[src/rtl/if_stage_pkg.sv]
// ============================================================================
// Module      : if_stage_pkg
// Description : Shared widths, reset PC, NOP encoding and fetch FSM states.
// Revision    : 1.0 - initial release
// ============================================================================
`default_nettype none

package if_stage_pkg;

  localparam int          REG_W               = 32;
  localparam logic [31:0] LOONG_PC_START_ADDR = 32'h1c00_0000;
  localparam logic [31:0] LOONG_NOP_INST      = 32'h0340_0000;
  // Packed {adef, pc, inst} bus towards decode.
  localparam int          IF2ID_BUS_W         = REG_W + 33;

  typedef enum logic [1:0] {
    IF_ST_IDLE = 2'd0,
    IF_ST_REQ  = 2'd1,
    IF_ST_WAIT = 2'd2,
    IF_ST_HOLD = 2'd3
  } if_state_e;

endpackage

`default_nettype wire

[src/rtl/if_stage.sv]
// ============================================================================
// Module      : if_stage
// Description : Instruction fetch stage: one outstanding SRAM-like request,
//               buffers the returned word and hands it to decode.
// Revision    : 1.0 - initial release
// ============================================================================
`default_nettype none

module if_stage
  import if_stage_pkg::*;
#(
  parameter int          REG_W_P  = REG_W,
  parameter logic [31:0] NOP_INST = LOONG_NOP_INST
) (
  input  logic               clk_i,
  input  logic               rst_i,
  input  logic [REG_W_P-1:0] if_pc_i,
  input  logic [32:0]        jbr_bus_i,
  output logic               pc_stall_o,
  output logic               inst_req_o,
  output logic [REG_W_P-1:0] inst_addr_o,
  input  logic               inst_addr_ok_i,
  input  logic               inst_data_ok_i,
  input  logic [31:0]        inst_rdata_i,
  input  logic               id_ready_i,
  output logic               if_valid_o,
  output logic [REG_W_P-1:0] if_pc_o,
  output logic [31:0]        if_inst_o,
  output logic               if_adef_o
);

  if_state_e          state_q, state_d;
  logic               cancel_q, cancel_d;
  logic [REG_W_P-1:0] pc_buf_q, pc_buf_d;
  logic [31:0]        inst_buf_q, inst_buf_d;
  logic               adef_buf_q, adef_buf_d;

  logic jbr_taken;
  logic misaligned;
  logic accept;
  logic unused_jbr_target;

  assign jbr_taken         = jbr_bus_i[32];
  assign unused_jbr_target = ^jbr_bus_i[31:0];
  assign misaligned        = |if_pc_i[1:0];

  assign inst_addr_o = if_pc_i;
  assign inst_req_o  = ~rst_i & (state_q == IF_ST_REQ) & ~misaligned;
  assign accept      = inst_req_o & inst_addr_ok_i;
  // The PC moves exactly when a fetch is issued (or skipped as ADEF) or on a jump.
  assign pc_stall_o  = rst_i | ~(jbr_taken | accept | ((state_q == IF_ST_REQ) & misaligned));

  assign if_valid_o = ~rst_i & (state_q == IF_ST_HOLD) & ~jbr_taken;
  assign if_pc_o    = pc_buf_q;
  assign if_inst_o  = inst_buf_q;
  assign if_adef_o  = adef_buf_q;

  always_ff @(posedge clk_i) begin
    if (rst_i) begin
      state_q    <= IF_ST_IDLE;
      cancel_q   <= 1'b0;
      pc_buf_q   <= '0;
      inst_buf_q <= '0;
      adef_buf_q <= 1'b0;
    end else begin
      state_q    <= state_d;
      cancel_q   <= cancel_d;
      pc_buf_q   <= pc_buf_d;
      inst_buf_q <= inst_buf_d;
      adef_buf_q <= adef_buf_d;
    end
  end

  always_comb begin
    state_d    = state_q;
    cancel_d   = cancel_q;
    pc_buf_d   = pc_buf_q;
    inst_buf_d = inst_buf_q;
    adef_buf_d = adef_buf_q;
    case (state_q)
      IF_ST_IDLE: state_d = IF_ST_REQ;
      IF_ST_REQ: begin
        if (jbr_taken) begin
          // An accepted wrong-path request must still be drained.
          if (accept) begin
            pc_buf_d = if_pc_i;
            cancel_d = 1'b1;
            state_d  = IF_ST_WAIT;
          end
        end else if (misaligned) begin
          pc_buf_d   = if_pc_i;
          inst_buf_d = NOP_INST;
          adef_buf_d = 1'b1;
          state_d    = IF_ST_HOLD;
        end else if (accept) begin
          pc_buf_d = if_pc_i;
          state_d  = IF_ST_WAIT;
        end
      end
      IF_ST_WAIT: begin
        if (inst_data_ok_i) begin
          if (cancel_q || jbr_taken) begin
            cancel_d = 1'b0;
            state_d  = IF_ST_REQ;
          end else begin
            inst_buf_d = inst_rdata_i;
            adef_buf_d = 1'b0;
            state_d    = IF_ST_HOLD;
          end
        end else if (jbr_taken) begin
          cancel_d = 1'b1;
        end
      end
      IF_ST_HOLD: begin
        if (jbr_taken || id_ready_i) state_d = IF_ST_REQ;
      end
      default: state_d = IF_ST_IDLE;
    endcase
  end

endmodule

`default_nettype wire

[config.mk]
export PLATFORM = sky130hd
export DESIGN_NAME = if_stage
export DESIGN_NICKNAME = d
export VERILOG_FILES = /design/src/rtl/if_stage_pkg.sv /design/src/rtl/if_stage.sv
export SDC_FILE = /design/constraint.sdc
export NUM_CORES = 1
export LEC_CHECK = 0
export CORE_ASPECT_RATIO = 0.9
export CORE_MARGIN = 2
export CORE_UTILIZATION = 36
export CTS_BUF_LIST = sky130_fd_sc_hd__clkbuf_4
export CTS_CLUSTER_SIZE = 14
export DETAILED_ROUTE_END_ITERATION = 6
export GPL_TIMING_DRIVEN = 1
export PLACE_DENSITY_LB_ADDON = 0.05
export SLEW_MARGIN = 20
export SYNTH_ARGS = -nofsm -noshare
export SYNTH_HDL_FRONTEND = slang
export SYNTH_SLANG_ARGS = --single-unit
[constraint.sdc]
create_clock -name clk_i -period 2.2 [get_ports clk_i]
set_clock_uncertainty 0.05 [all_clocks]
set_input_delay 0.33 -clock clk_i [delete_from_list [all_inputs] [get_ports clk_i]]
set_output_delay 0.33 -clock clk_i [all_outputs]
set_load 0.01 [all_outputs]
# After elaboration in Yosys (flattened, before gate mapping)
# Index checks and enable logic that the tools add are counted.
# op_classes
n_bitwise	13
reduce_logical	8
n_eq_ne	12
mux	26
# op_table
op	n
$mux W32	7
$pmux W32 S2	1
$mux W2	6
$ne A2 B2 Y1 const B	6
$reduce_and A5 Y1	2
$mux W1	9
$pmux W2 S4	1
$and A1 B1 Y1	6
$ne A3 B3 Y1 const B	2
$eq A2 B2 Y1 const B	2
$not A1 Y1	4
$pmux W1 S2	2
$or A1 B1 Y1	3
$eq A2 B1 Y1 const B	1
$logic_not A2 Y1	1
$logic_or A1 B1 Y1	2
$ne A2 B1 Y1 const B	1
$reduce_and A2 Y1	1
$reduce_bool A2 Y1	1
$reduce_or A2 Y1	1
# word_totals
elab_cells	64
reg_bits	68
output_inout_bits	100
input_bits	102

# Longest topological paths before layout
# depth
word_depth	8
ltp_mapped	9
ltp_nobuf	6

# Worst setup path after synthesis
# Ideal clock, no wire load.
# synth_timing
path_kind	register -> register
start	reg state_q[0]
end	reg inst_buf_q[22], in the netlist if_inst_o[22]
setup_ns	0.088
n_path_buf	3
required_time_ns	2.062
path_stages_with_launch	10
slack_ns	0.444
period_less_slack_ns	1.756
arrival_ns	1.618
path_cell_list	dfxtp_1 > inv_1 > ha_1 > buf_2 > nand3b_1 > a221oi_2 > buf_4 > buf_6 > nor2_1 > a311oi_2
# synth_via
elab_chain_len	3
word_cells_on_any_way	9
classes_between	eq/ne (6); mux (1); reduce/logical (2)
# synth_lines
item	line_no	source
start: declaration	if_stage.sv:32	if_state_e state_q, state_d;
start signal: assignment	if_stage.sv:66	state_q <= state_d;
$eq A2 B2 Y1 or $eq A2 B1 Y1 (tied branches)	if_stage.sv:80	case (state_q)
$ne A2 B2 Y1 (no source line) or $reduce_bool A2 Y1 (tied branches)	--	
$reduce_and A5 Y1 (no source line)	--	
end signal: assignment	if_stage.sv:69	inst_buf_q <= inst_buf_d;
end: declaration	if_stage.sv:35	logic [31:0] inst_buf_q, inst_buf_d;
# Several ways; a longest one is shown, not always the timed one.
# A chain may end at the register's enable or synchronous reset.

# Worst setup path after layout
# layout_timing
start	in jbr_bus_i[32]
end	out if_valid_o
# layout_via
elab_chain_len	2
# layout_lines
item	line_no	source
start: declaration	if_stage.sv:18	input logic [32:0] jbr_bus_i,
$not A1 Y1	if_stage.sv:53	assign if_valid_o = ~rst_i & (state_q == IF_ST_HOLD) & ~jbr_taken;
$and A1 B1 Y1	if_stage.sv:53	
end: declaration	if_stage.sv:26	output logic if_valid_o,
# Every way passes these cells.

==> out/metrics.cfg <==
[status]
status=complete, no violations

[logic_synthesis]
synth_seq_area_share_pct=46.2
synth_cell_types=33
syn_avg_cell_area_um2=8.30
synthTopCellsByArea=dfxtp_1 (46%), a21oi_1 (10%), buf_4 (9.2%)
syn_inst=355
synth_top_cell_by_area=dfxtp_1
syn_nets=460
yosysTopAreaCellShare_pct=46.2
yosys_warnings=0
synth_seq_cells=68
syn_area_um2=2950

[place]
placed_cell_area_um2=4540
post-place-ws_ns=0.0380
numPortBuffers=169
hpwl_mm=5.71
place_congestion=0.735

[detailed_routing]
vias=2782
drt_wl_total_mm=8.16
drtIter0Drc=83
route.detailed.drc=0
ant_nets=0
avgRoutedWirePerCell_um=13.7
drt_pass1_iterations=4
via_per_inst=4.66

[worst_setup_path]
worst_path_largest_cell_delay_ns=0.54
worst_path_most_repeated_cell=clkdlybuf4s50_1
critical_path_class=in -> out
end_kind=output port
cp.required_ns=1.82
cp-start-kind=input port
path_max_fanout=6
path_buf_inv=2
critical_path.top_delay_family=buffers and inverters
path_cells=clkdlybuf4s50_1, nand2b_1, nor2_1, clkdlybuf4s50_1
worstPathArrival_ns=1.72
worst_path_max_delay_cell=clkdlybuf4s50_1

[power_and_ir_drop]
power_density_nw_per_um2=607
vdd_drop_max_uv=362
totalPowerFinal_mw=2.89
leakagePower_nw=1.67

[clocking]
clock_latency_ns=0.41
numClockSinks=68
cts_tree=done
cts_made_buffers=9
cts-root-buf=clkbuf_4
cts-htree-levels=3
clkTransAtPathRegs_ns=0.11
cts.path.max_buffers=2

[flow_run]
drv_cap=0

[die]
num_io_pins=202
num_rows=31
die-area_um2=8930
die_h_um=89.8
start_util_pct=36.9
core_um2=7990
chipWidth_um=99.4

[timing]
period_share_pct=95.4
tightest_slew_ns=0.658
tns_ns=0
setup_ws_ns=0.100
slew_headroom_pct=56.1
finalSetupViolCount=0
min_period_ns=2.10
drv_slew=0
fmax_mhz=476
rsz0062_at_grt=false
finalHoldViolations=0

[final_layout]
regArea_um2=1360
antenna_cells=0
final_core_util_pct=59.5
drive_above_1_share_pct=8.43
fillers=720
nets=598
syn_to_final_growth_pct=61.4
multi_input_area_um2=1220
design_area_um2=4760

[grt]
antenna_found_initial=0
grt_pass1_wl_mm=12.9
first_global_vias=2694
grt_max_degree=60
track_usage_pct=17.9
grt.overflow.total=0

[worst_hold_path]
hold_path_class=in -> reg

## state kept, by name (all words and copies together) (netlist names)
signal / count
state_q: 2
if_adef_o: 1
if_inst_o: 32
if_pc_o: 32
cancel_q: 1
## cells in the mapped netlist, drive strengths merged
cell type   n
o31ai       2
o31a        1
nor3        1
dfxtp      68
clkbuf      9
o32ai       1
nor2       10
buf        49
nor2b       2
nand3b      1
a22oi       2
o21ba       1
ha          3
a21oi      61
nand2b     31
nand3      29
nand2      63
nor4b       1
o21bai      2
o22a        1
or4b        1
a311oi      4
a21o        1
a221oi      2
a211oi      1
o21ai       1
o21a        1
inv         6
## final cells by class
type | instances | share of cell area [%]
inverter | 6 | 0.473
sequential | 68 | 28.6
clock inverter | 5 | 2.10
tap | 99 | 2.60
multi-input combinational | 223 | 25.6
timing repair buffer | 185 | 38.8
clock buffer | 11 | 1.74
## per-layer routing
layer,global-route usage (%),up-vias,share of wire (%)
met4,5.48,0,1.7
met5,0,-,0
li1,-,1429,-
met3,7.78,10,8.9
met1,21.7,1240,43
met2,28.7,103,47
## kinds of logic after synthesis
| kind of cell | Yosys count | share of synthesized area, % |
|---|---|---|
| AO/OA/AOI/OAI | 81 | 16.7 |
| flip-flops | 68 | 46.2 |
| buffers and inverters | 64 | 13.4 |
| adder cells (fa/ha/maj) | 3 | 1.27 |
| AND/OR/NAND/NOR | 139 | 22.5 |
## through the flow
| step | instances | hold WS, ns |
|---|---|---|
| floorplan | 355 | 0.395 |
| global placement | 578 | 0.391 |
| detailed placement | 578 | 0.397 |
| CTS | 594 | 0.244 |
| global route | 597 | 0.235 |
| finish | 597 | 0.250 |
## placed cells by master (no fill, tap or decap), types with 3 or more instances in the layout
master	count
bufinv_16	3
nand3_1	29
nand2b_1	31
buf_12	3
dfxtp_1	67
buf_4	13
nand2_1	63
inv_1	6
a311oi_2	3
clkbuf_4	11
a21oi_1	61
clkdlybuf4s50_1	166
nor2_1	10
## final timing paths
path                 start       endpoint  slack [ns]  cells after the start
max          jbr_bus_i[32]     if_valid_o        0.10                      4
min                  rst_i   if_inst_o[6]        0.25                      2
max reg2reg     state_q[0]  if_inst_o[24]        0.28                      7
min reg2reg    if_pc_o[14]    if_pc_o[14]        0.41                      2
## timing repair
action,4_1_cts,5_1_grt
hold buffers,0,0
pin swaps,0,0
hold endpoints to repair,0,0
setup buffers,0,3
cloned,0,0
gates resized for setup,3,2
endpoints found under the setup margin,2,2
## report_power, final
group	internal (mW)	leakage (nW)	switching (mW)
registers	1.27	0.551	0.0216
clock network	0.598	0.101	0.437
logic	0.324	1.02	0.233
total	2.20	1.67	0.691
(Power assumes the default switching activity.)
